==> config.mk <==
export PLATFORM = sky130hd
export DESIGN_NAME = idu_stage_flat
export DESIGN_NICKNAME = d
export VERILOG_FILES = /design/src/rtl/idu_stage_if.sv /design/src/rtl/idu_stage.sv /design/src/flat_wrapper.sv
export SDC_FILE = /design/constraint.sdc
export NUM_CORES = 1
export LEC_CHECK = 0
export BUFFER_PORTS_ARGS = -buffer_cell sky130_fd_sc_hd__buf_2
export CAP_MARGIN = 20
export CORE_ASPECT_RATIO = 1.1
export CORE_MARGIN = 2
export CORE_UTILIZATION = 35
export DETAILED_ROUTE_END_ITERATION = 6
export GPL_ROUTABILITY_DRIVEN = 0
export GPL_TIMING_DRIVEN = 0
export SYNTH_ARGS = -nofsm -noshare
export SYNTH_HDL_FRONTEND = slang
export SYNTH_SLANG_ARGS = --single-unit
==> constraint.sdc <==
create_clock -name clock -period 3 [get_ports clock]
set_input_delay 0.3 -clock clock [delete_from_list [all_inputs] [get_ports clock]]
set_output_delay 0.3 -clock clock [all_outputs]
set_load 0.05 [all_outputs]
==> src/rtl/idu_stage_if.sv <==
// ----------------------------------------------------------------------------
// idu_stage_if
// Handshake and bus bundle between the fetch unit, the decode stage and the
// execute unit.
//
// Parameters:
//   XLEN     datapath width (32 or 64)
//   WMASK_W  store byte-mask width, always XLEN/8
//
// Signal groups:
//   flush                      redirect from EXU, drops everything held
//   in_valid/in_ready          IFU -> IDU handshake
//   in_inst, in_pc             fetched instruction and its PC
//   out_valid/out_ready        IDU -> EXU handshake
//   out_*                      decoded fields, immediate and control signals
//
// Modports:
//   master  the environment side (drives inputs, consumes decoded entries)
//   slave   the decode stage itself
// ----------------------------------------------------------------------------
interface idu_stage_if #(
  parameter int XLEN = 64
);
  localparam int WMASK_W = XLEN / 8;

  logic               flush;
  logic               in_valid;
  logic               in_ready;
  logic [31:0]        in_inst;
  logic [XLEN-1:0]    in_pc;
  logic               out_valid;
  logic               out_ready;
  logic [XLEN-1:0]    out_pc;
  logic [5:0]         out_inst_now;
  logic [4:0]         out_rs1;
  logic [4:0]         out_rs2;
  logic [4:0]         out_rd;
  logic [XLEN-1:0]    out_imm;
  logic               out_reg_write;
  logic               out_src1_is_pc;
  logic               out_src2_is_imm;
  logic               out_mem_write_en;
  logic               out_mem_read_en;
  logic [WMASK_W-1:0] out_wmask;
  logic               out_illegal;

  modport master (
    output flush, in_valid, in_inst, in_pc, out_ready,
    input  in_ready, out_valid, out_pc, out_inst_now, out_rs1, out_rs2, out_rd,
           out_imm, out_reg_write, out_src1_is_pc, out_src2_is_imm,
           out_mem_write_en, out_mem_read_en, out_wmask, out_illegal
  );

  modport slave (
    input  flush, in_valid, in_inst, in_pc, out_ready,
    output in_ready, out_valid, out_pc, out_inst_now, out_rs1, out_rs2, out_rd,
           out_imm, out_reg_write, out_src1_is_pc, out_src2_is_imm,
           out_mem_write_en, out_mem_read_en, out_wmask, out_illegal
  );
endinterface

==> src/rtl/idu_stage.sv <==
// ----------------------------------------------------------------------------
// idu_stage
// Registered instruction-decode stage between IFU and EXU. Decodes an RV32I /
// RV64I base subset into an instruction ID, register fields, a sign-extended
// immediate and control signals, presenting them one cycle after acceptance.
// A one-entry skid register keeps full throughput under back-pressure.
//
// Ports:
//   clock   core clock
//   reset   synchronous, active-high; discards both entries, zeroes outputs
//   bus     idu_stage_if.slave (flush, in_* handshake, out_* handshake/data)
//
// Optional feature macro: IDU_STAGE_ILLEGAL_TRAP_EN
//   defined   unknown encodings raise out_illegal and halt intake until
//             flush or reset (held entries still drain)
//   undefined out_illegal is 0, unknown encodings decode as a NOP
// ----------------------------------------------------------------------------
module idu_stage #(
  parameter int XLEN = 64
) (
  input  logic       clock,
  input  logic       reset,
  idu_stage_if.slave bus
);

  localparam int WMASK_W = XLEN / 8;
  localparam bit IS64    = (XLEN == 64);

`ifdef IDU_STAGE_ILLEGAL_TRAP_EN
  localparam bit TRAP_EN = 1'b1;
`else
  localparam bit TRAP_EN = 1'b0;
`endif

  localparam logic [5:0] INST_NONE  = 6'd0,  INST_LUI   = 6'd1,  INST_AUIPC = 6'd2,
                         INST_JAL   = 6'd3,  INST_JALR  = 6'd4,  INST_BEQ   = 6'd5,
                         INST_BNE   = 6'd6,  INST_LW    = 6'd7,  INST_LD    = 6'd8,
                         INST_LBU   = 6'd9,  INST_SB    = 6'd10, INST_SH    = 6'd11,
                         INST_SW    = 6'd12, INST_SD    = 6'd13, INST_ADDI  = 6'd14,
                         INST_SLTIU = 6'd15, INST_XORI  = 6'd16, INST_ORI   = 6'd17,
                         INST_ANDI  = 6'd18, INST_SLLI  = 6'd19, INST_SRLI  = 6'd20,
                         INST_SRAI  = 6'd21, INST_ADDIW = 6'd22, INST_ADD   = 6'd23,
                         INST_SUB   = 6'd24, INST_AND   = 6'd25, INST_OR    = 6'd26,
                         INST_ADDW  = 6'd27, INST_SUBW  = 6'd28, INST_EBREAK = 6'd29;

  typedef struct packed {
    logic [XLEN-1:0]    pc;
    logic [5:0]         inst_now;
    logic [4:0]         rs1;
    logic [4:0]         rs2;
    logic [4:0]         rd;
    logic [XLEN-1:0]    imm;
    logic               reg_write;
    logic               src1_is_pc;
    logic               src2_is_imm;
    logic               mem_write_en;
    logic               mem_read_en;
    logic [WMASK_W-1:0] wmask;
    logic               illegal;
  } entry_t;

  entry_t          dec;
  entry_t          main_q, main_d, skid_q, skid_d;
  logic            main_valid_q, main_valid_d;
  logic            skid_valid_q, skid_valid_d;
  logic            halted_q, halted_d;
  logic            accept, drain;
  logic [5:0]      inst_now;
  logic [6:0]      opcode, funct7;
  logic [2:0]      funct3;
  logic [XLEN-1:0] imm_i, imm_s, imm_b, imm_u, imm_j;

  assign bus.in_ready = !reset && !skid_valid_q && !halted_q;
  assign accept       = bus.in_valid && bus.in_ready;
  assign drain        = main_valid_q && bus.out_ready;

  assign opcode = bus.in_inst[6:0];
  assign funct3 = bus.in_inst[14:12];
  assign funct7 = bus.in_inst[31:25];

  // Identify the instruction. Anything not matched stays INST_NONE, which the
  // control decode below treats as unknown. RV64-only encodings and the sixth
  // shamt bit are only accepted when XLEN is 64.
  always_comb begin
    inst_now = INST_NONE;
    case (opcode)
      7'b0110111: inst_now = INST_LUI;
      7'b0010111: inst_now = INST_AUIPC;
      7'b1101111: inst_now = INST_JAL;
      7'b1100111: if (funct3 == 3'b000) inst_now = INST_JALR;
      7'b1100011: begin
        if (funct3 == 3'b000)      inst_now = INST_BEQ;
        else if (funct3 == 3'b001) inst_now = INST_BNE;
      end
      7'b0000011: begin
        if (funct3 == 3'b010)              inst_now = INST_LW;
        else if (funct3 == 3'b011 && IS64) inst_now = INST_LD;
        else if (funct3 == 3'b100)         inst_now = INST_LBU;
      end
      7'b0100011: begin
        if (funct3 == 3'b000)              inst_now = INST_SB;
        else if (funct3 == 3'b001)         inst_now = INST_SH;
        else if (funct3 == 3'b010)         inst_now = INST_SW;
        else if (funct3 == 3'b011 && IS64) inst_now = INST_SD;
      end
      7'b0010011: begin
        case (funct3)
          3'b000: inst_now = INST_ADDI;
          3'b011: inst_now = INST_SLTIU;
          3'b100: inst_now = INST_XORI;
          3'b110: inst_now = INST_ORI;
          3'b111: inst_now = INST_ANDI;
          3'b001: if (funct7[6:1] == 6'b000000 && (IS64 || !funct7[0])) inst_now = INST_SLLI;
          3'b101: begin
            if (funct7[6:1] == 6'b000000 && (IS64 || !funct7[0]))      inst_now = INST_SRLI;
            else if (funct7[6:1] == 6'b010000 && (IS64 || !funct7[0])) inst_now = INST_SRAI;
          end
          default: inst_now = INST_NONE;
        endcase
      end
      7'b0011011: if (IS64 && funct3 == 3'b000) inst_now = INST_ADDIW;
      7'b0110011: begin
        if (funct7 == 7'b0000000 && funct3 == 3'b000)      inst_now = INST_ADD;
        else if (funct7 == 7'b0100000 && funct3 == 3'b000) inst_now = INST_SUB;
        else if (funct7 == 7'b0000000 && funct3 == 3'b111) inst_now = INST_AND;
        else if (funct7 == 7'b0000000 && funct3 == 3'b110) inst_now = INST_OR;
      end
      7'b0111011: begin
        if (IS64 && funct3 == 3'b000 && funct7 == 7'b0000000)      inst_now = INST_ADDW;
        else if (IS64 && funct3 == 3'b000 && funct7 == 7'b0100000) inst_now = INST_SUBW;
      end
      7'b1110011: if (bus.in_inst == 32'h0010_0073) inst_now = INST_EBREAK;
      default: inst_now = INST_NONE;
    endcase
  end

  // Build the decoded entry. Immediates are filled with the sign bit first and
  // then the low bits are overwritten, which works for both XLEN values.
  always_comb begin
    imm_i = {XLEN{bus.in_inst[31]}};
    imm_i[11:0] = bus.in_inst[31:20];
    imm_s = {XLEN{bus.in_inst[31]}};
    imm_s[11:0] = {bus.in_inst[31:25], bus.in_inst[11:7]};
    imm_b = {XLEN{bus.in_inst[31]}};
    imm_b[12:0] = {bus.in_inst[31], bus.in_inst[7], bus.in_inst[30:25], bus.in_inst[11:8], 1'b0};
    imm_u = {XLEN{bus.in_inst[31]}};
    imm_u[31:0] = {bus.in_inst[31:12], 12'b0};
    imm_j = {XLEN{bus.in_inst[31]}};
    imm_j[20:0] = {bus.in_inst[31], bus.in_inst[19:12], bus.in_inst[20], bus.in_inst[30:21], 1'b0};

    dec          = '0;
    dec.pc       = bus.in_pc;
    dec.inst_now = inst_now;
    dec.rs1      = bus.in_inst[19:15];
    dec.rs2      = bus.in_inst[24:20];
    dec.rd       = bus.in_inst[11:7];
    case (inst_now)
      INST_LUI:   begin dec.imm = imm_u; dec.reg_write = 1'b1; dec.src2_is_imm = 1'b1; end
      INST_AUIPC, INST_JAL: begin
        dec.imm         = (inst_now == INST_JAL) ? imm_j : imm_u;
        dec.reg_write   = 1'b1;
        dec.src1_is_pc  = 1'b1;
        dec.src2_is_imm = 1'b1;
      end
      INST_JALR, INST_ADDI, INST_SLTIU, INST_XORI, INST_ORI, INST_ANDI,
      INST_SLLI, INST_SRLI, INST_SRAI, INST_ADDIW: begin
        dec.imm = imm_i; dec.reg_write = 1'b1; dec.src2_is_imm = 1'b1;
      end
      INST_LW, INST_LD, INST_LBU: begin
        dec.imm = imm_i; dec.reg_write = 1'b1; dec.src2_is_imm = 1'b1; dec.mem_read_en = 1'b1;
      end
      INST_BEQ, INST_BNE: begin
        dec.imm = imm_b; dec.src1_is_pc = 1'b1; dec.src2_is_imm = 1'b1;
      end
      INST_SB, INST_SH, INST_SW, INST_SD: begin
        dec.imm          = imm_s;
        dec.src2_is_imm  = 1'b1;
        dec.mem_write_en = 1'b1;
        case (inst_now)
          INST_SB: dec.wmask = WMASK_W'(1);
          INST_SH: dec.wmask = WMASK_W'(3);
          INST_SW: dec.wmask = WMASK_W'(15);
          default: dec.wmask = '1;
        endcase
      end
      INST_ADD, INST_SUB, INST_AND, INST_OR, INST_ADDW, INST_SUBW: dec.reg_write = 1'b1;
      INST_EBREAK: dec.reg_write = 1'b0;
      default: dec.illegal = TRAP_EN;
    endcase
  end

  // Main/skid bookkeeping. When main frees up the skid entry moves over first,
  // so FIFO order holds; the skid only fills while main is stuck. Flush beats
  // every other update and also discards whatever is accepted this cycle.
  always_comb begin
    main_d       = main_q;
    skid_d       = skid_q;
    main_valid_d = main_valid_q;
    skid_valid_d = skid_valid_q;
    halted_d     = halted_q;
    if (bus.flush) begin
      main_valid_d = 1'b0;
      skid_valid_d = 1'b0;
      halted_d     = 1'b0;
    end else begin
      if (!main_valid_q || drain) begin
        if (skid_valid_q) begin
          main_d       = skid_q;
          main_valid_d = 1'b1;
          skid_valid_d = 1'b0;
        end else begin
          main_valid_d = accept;
          if (accept) main_d = dec;
        end
      end else if (accept) begin
        skid_d       = dec;
        skid_valid_d = 1'b1;
      end
      if (TRAP_EN && accept && dec.illegal) halted_d = 1'b1;
    end
  end

  // State registers; reset additionally zeroes the held data so the outputs
  // read all-zero while the stage is empty after reset.
  always_ff @(posedge clock) begin
    if (reset) begin
      main_q       <= '0;
      skid_q       <= '0;
      main_valid_q <= 1'b0;
      skid_valid_q <= 1'b0;
      halted_q     <= 1'b0;
    end else begin
      main_q       <= main_d;
      skid_q       <= skid_d;
      main_valid_q <= main_valid_d;
      skid_valid_q <= skid_valid_d;
      halted_q     <= halted_d;
    end
  end

  assign bus.out_valid        = main_valid_q;
  assign bus.out_pc           = main_q.pc;
  assign bus.out_inst_now     = main_q.inst_now;
  assign bus.out_rs1          = main_q.rs1;
  assign bus.out_rs2          = main_q.rs2;
  assign bus.out_rd           = main_q.rd;
  assign bus.out_imm          = main_q.imm;
  assign bus.out_reg_write    = main_q.reg_write;
  assign bus.out_src1_is_pc   = main_q.src1_is_pc;
  assign bus.out_src2_is_imm  = main_q.src2_is_imm;
  assign bus.out_mem_write_en = main_q.mem_write_en;
  assign bus.out_mem_read_en  = main_q.mem_read_en;
  assign bus.out_wmask        = main_q.wmask;
  assign bus.out_illegal      = main_q.illegal;

endmodule
==> src/flat_wrapper.sv <==
// flat-port wrapper written by rule: the top's interface ports become plain ports
module idu_stage_flat 
#(
  parameter int XLEN = 64
)
  (clock, reset, bus_flush, bus_in_valid, bus_in_inst, bus_in_pc, bus_out_ready, bus_in_ready, bus_out_valid, bus_out_pc, bus_out_inst_now, bus_out_rs1, bus_out_rs2, bus_out_rd, bus_out_imm, bus_out_reg_write, bus_out_src1_is_pc, bus_out_src2_is_imm, bus_out_mem_write_en, bus_out_mem_read_en, bus_out_wmask, bus_out_illegal);
  idu_stage_if #(.XLEN(XLEN)) bus_i ();
  input  logic clock;
  input  logic reset;
  input wire logic [$bits(bus_i.flush)-1:0] bus_flush;
  input wire logic [$bits(bus_i.in_valid)-1:0] bus_in_valid;
  input wire logic [$bits(bus_i.in_inst)-1:0] bus_in_inst;
  input wire logic [$bits(bus_i.in_pc)-1:0] bus_in_pc;
  input wire logic [$bits(bus_i.out_ready)-1:0] bus_out_ready;
  output wire logic [$bits(bus_i.in_ready)-1:0] bus_in_ready;
  output wire logic [$bits(bus_i.out_valid)-1:0] bus_out_valid;
  output wire logic [$bits(bus_i.out_pc)-1:0] bus_out_pc;
  output wire logic [$bits(bus_i.out_inst_now)-1:0] bus_out_inst_now;
  output wire logic [$bits(bus_i.out_rs1)-1:0] bus_out_rs1;
  output wire logic [$bits(bus_i.out_rs2)-1:0] bus_out_rs2;
  output wire logic [$bits(bus_i.out_rd)-1:0] bus_out_rd;
  output wire logic [$bits(bus_i.out_imm)-1:0] bus_out_imm;
  output wire logic [$bits(bus_i.out_reg_write)-1:0] bus_out_reg_write;
  output wire logic [$bits(bus_i.out_src1_is_pc)-1:0] bus_out_src1_is_pc;
  output wire logic [$bits(bus_i.out_src2_is_imm)-1:0] bus_out_src2_is_imm;
  output wire logic [$bits(bus_i.out_mem_write_en)-1:0] bus_out_mem_write_en;
  output wire logic [$bits(bus_i.out_mem_read_en)-1:0] bus_out_mem_read_en;
  output wire logic [$bits(bus_i.out_wmask)-1:0] bus_out_wmask;
  output wire logic [$bits(bus_i.out_illegal)-1:0] bus_out_illegal;
  assign bus_i.flush = bus_flush;
  assign bus_i.in_valid = bus_in_valid;
  assign bus_i.in_inst = bus_in_inst;
  assign bus_i.in_pc = bus_in_pc;
  assign bus_i.out_ready = bus_out_ready;
  assign bus_in_ready = bus_i.in_ready;
  assign bus_out_valid = bus_i.out_valid;
  assign bus_out_pc = bus_i.out_pc;
  assign bus_out_inst_now = bus_i.out_inst_now;
  assign bus_out_rs1 = bus_i.out_rs1;
  assign bus_out_rs2 = bus_i.out_rs2;
  assign bus_out_rd = bus_i.out_rd;
  assign bus_out_imm = bus_i.out_imm;
  assign bus_out_reg_write = bus_i.out_reg_write;
  assign bus_out_src1_is_pc = bus_i.out_src1_is_pc;
  assign bus_out_src2_is_imm = bus_i.out_src2_is_imm;
  assign bus_out_mem_write_en = bus_i.out_mem_write_en;
  assign bus_out_mem_read_en = bus_i.out_mem_read_en;
  assign bus_out_wmask = bus_i.out_wmask;
  assign bus_out_illegal = bus_i.out_illegal;
  idu_stage #(.XLEN(XLEN)) u_core (.clock(clock), .reset(reset), .bus(bus_i));
endmodule
==> run metrics <==
vias per cell around 5.2; Die ar. 33900 um2; Clk pin slew, worst setup/hold paths approximately 0.060 ns; Synth Instances about 1400; post-synthesis sequential area ratio 44.0%; top achievable clock speed around 0.36 GHz; port buffer count 259; I/O Pins about 270; CP Launch Type input pin; # nets final 1822; most frequent cells after synthesis dfxtp_1, nand2_1, a21oi_1, nor2_1, clkbuf_1; number of global-route vias before repair 10800; Post-Synth XOR/XNOR Area 0.231%; setup_tns 0 ns; TritonCTS Buffers 28; number of flops mapped to enable cells by yosys 0; Setup WS pre-CTS -0.822 ns; DRC 0; Max-slew headroom 32.7%; clock skew between 0.015 and 0.02 ns; status finished clean; via count approximately 11000; hpwl dp 27600 um; final slew viol count 0; first-pass GRT wire length 58900 um; Leak Pwr 5.53 nW; post-DR wirelength/cell 17.7 um; Worst Tran Pin Value 1.01 ns; chip height 193 um; total global-route track usage 21.7%; Post-Synth Adder-Cell Area 0%; Clk Tree Root Cell clkbuf_16; min-delay worst type input pin to register; post-synthesis mux area share 7.58%; final hold viol count 0; Simple-Gate Fraction of Synth Area 17.8%; Longest Clk Path Bufs 3; #FFs+latches synth 250; Worst setup EP type register; final setup margin 0.189 ns; Skew-Pair Late Insertion Delay 0.56 ns; top-area cell type share of the netlist area 44.0%; GR Overflow Total 0; RSZ-0062 raised after global routing no; drt initial violations approximately 830; top cells by area, synth dfxtp_1, mux2i_1, nand2_1; Pre-antenna DRT Iters 5; share of layout cells above drive strength 1 22.0%; number of core rows 69; most frequent cell after synthesis dfxtp_1; largest net degree at the start of global routing 35; final worst path period need ~2.8 ns; Mapped Area 11400 um2; Die Width 176 um; fraction of registers with async set or reset after synthesis 0%; Top FF cell, synth dfxtp_1; # fillers 3207; most area-hungry cell type in the Yosys netlist dfxtp_1; final antenna-violating net count 0; starting density of the core between 30% and 40%; Avg Cell Area, Syn 8.17 um2; Sink Count 250; core area 32100 um2; Power Total 8.00 mW; worst path required time 3.41 ns; peak supply drop 0.388 mV; H-tree lvl count 1; max_cap viols 0; initial antenna violation count 1; count of synthesis-stage warnings from yosys 0; Power per Cell Area 546 nW/um2; Final setup viols 0; Setup Crit Path Kind input pin to register; main combinational cell family by area after synthesis compound AO/OA/AOI/OAI gates; Tcrit/Tclk final 93.7%; Syn-to-layout area delta 29.0%; Compound-Gate Fraction of Synth Area 22.6%; CP max FO 10; crit path DAT 3.22 ns; Netlist cell types 70; Total Wirelength 38400 um; CTS tree yes
## path summary, 6_finish.rpt
| kind | startpoint | endpoint | slack (ns) | depth (start not counted) |
|---|---|---|---|---|
| setup / recovery | bus_in_inst[25] | u_core.skid_q[44]$_SDFFE_PP0P_ | 0.19 | 11 |
| hold / removal | bus_in_pc[3] | u_core.skid_q[102]$_SDFFE_PP0P_ | 0.002 | 3 |
| setup reg to reg | u_core.skid_valid_q$_SDFFE_PP0P_ | u_core.bus.out_pc[19]$_SDFFE_PP0P_ | 0.29 | 6 |
| hold reg to reg | u_core.skid_q[21]$_SDFFE_PP0P_ | u_core.skid_q[21]$_SDFFE_PP0P_ | 0.45 | 2 |
## cells by family after synthesis
| logic type | after synthesis |
|---|---|
| XOR/XNOR | 3 |
| AND/OR/NAND/NOR | 444 |
| buffers and inverters | 188 |
| flip-flops | 250 |
| other | 1 |
| multiplexers | 86 |
| AO/OA/AOI/OAI | 418 |
## critical path, cell delays in order
cell and delay (ns):
buf_2 0.14, or4b_1 0.60, or2_1 0.33, o21a_1 0.21
or3_4 0.36, a31oi_4 0.25, a22oi_2 0.19, o31ai_2 0.31
buf_4 0.24, buf_6 0.17, a31oi_1 0.10
## power by group
part / switching (mW) / total [mW] / internal [mW] / leakage (nW)
combinational: 0.654 / 0.923 / 0.269 / 3.01
sequential: 0.0417 / 3.44 / 3.40 / 2.03
clock: 1.44 / 3.64 / 2.20 / 0.494
total: 2.14 / 8.00 / 5.86 / 5.53
## timing repair
action                                  in CTS  in global routing
resized for setup                            4                 13
endpoints found under the setup margin      44                 67
hold endpoints to repair                    41                  0
setup buffers                                0                  2
hold buffers                                40                  0
## layout by cell type, fill, tap and decap left out, drive strengths merged, types with 4 or more instances in the layout
master and count:
dfxtp 250, clkbuf 153, o21ai 66, nor4 12
buf 312, nor3b 4, a22oi 4, a21oi 165
clkinv 7, nand2 226, o2111ai 4, o21a 4
o211ai 16, a31oi 43, nor3 11, nand2b 12
inv 24, nor2 115, or2 5, o31ai 5
dlygate4sd3 40, a211oi 92, mux2i 86, or3 7
nor4b 10, and3b 4, nand3 11, nor2b 4
## sequential cells by signal, indices dropped and copies added, names as in the netlist
signal / flops
u_core.bus.out_inst_now: 5
u_core.bus.out_rs2: 5
u_core.bus.out_wmask: 4
u_core.bus.out_mem_read_en: 1
u_core.skid_q: 124
u_core.bus.out_src1_is_pc: 1
u_core.bus.out_reg_write: 1
u_core.bus.out_pc: 64
u_core.skid_valid_q: 1
u_core.bus.out_valid: 1
u_core.bus.out_imm: 32
u_core.bus.out_rd: 5
u_core.bus.out_src2_is_imm: 1
u_core.bus.out_rs1: 5
## final cells by class
class                           count  area (um2)  share of cell area [%]
Multi-Input combinational cell    953        5530                    37.7
Tap cell                          426         533                    3.64
Sequential cell                   250        5000                    34.1
Clock buffer                       41         881                    6.01
Clock inverter                     10         110                   0.751
Inverter                           24        90.1                   0.615
Timing Repair Buffer              301        1710                    11.7
Buffer                            163         793                    5.41
Antenna cell                        2        5.00                  0.0341
## stage by stage
stage | hold WS (ns) | cell area [um2] | instances | util, %
2_1_floorplan | 0.378 | 11400 | 1391 | -
3_3_place_gp | 0.432 | 13200 | 2076 | 41.1
3_5_place_dp | 0.440 | 13200 | 2076 | 41.1
4_1_cts | 0.000227 | 14600 | 2167 | 45.5
5_1_grt | 0.00936 | 14700 | 2168 | 45.6
6_report | 0.00155 | 14700 | 2170 | 45.6
## layer usage
metal	vias to the layer above	track usage, %	part of all wire [%]	wire [um]
li1	5535	-	-	-
met1	5333	28.2	42	16300
met2	427	36.1	46	17800
met3	97	4.04	7.6	2940
met4	0	8.14	3.6	1370
met5	-	0	0	0
(Power assumes the default switching activity.)
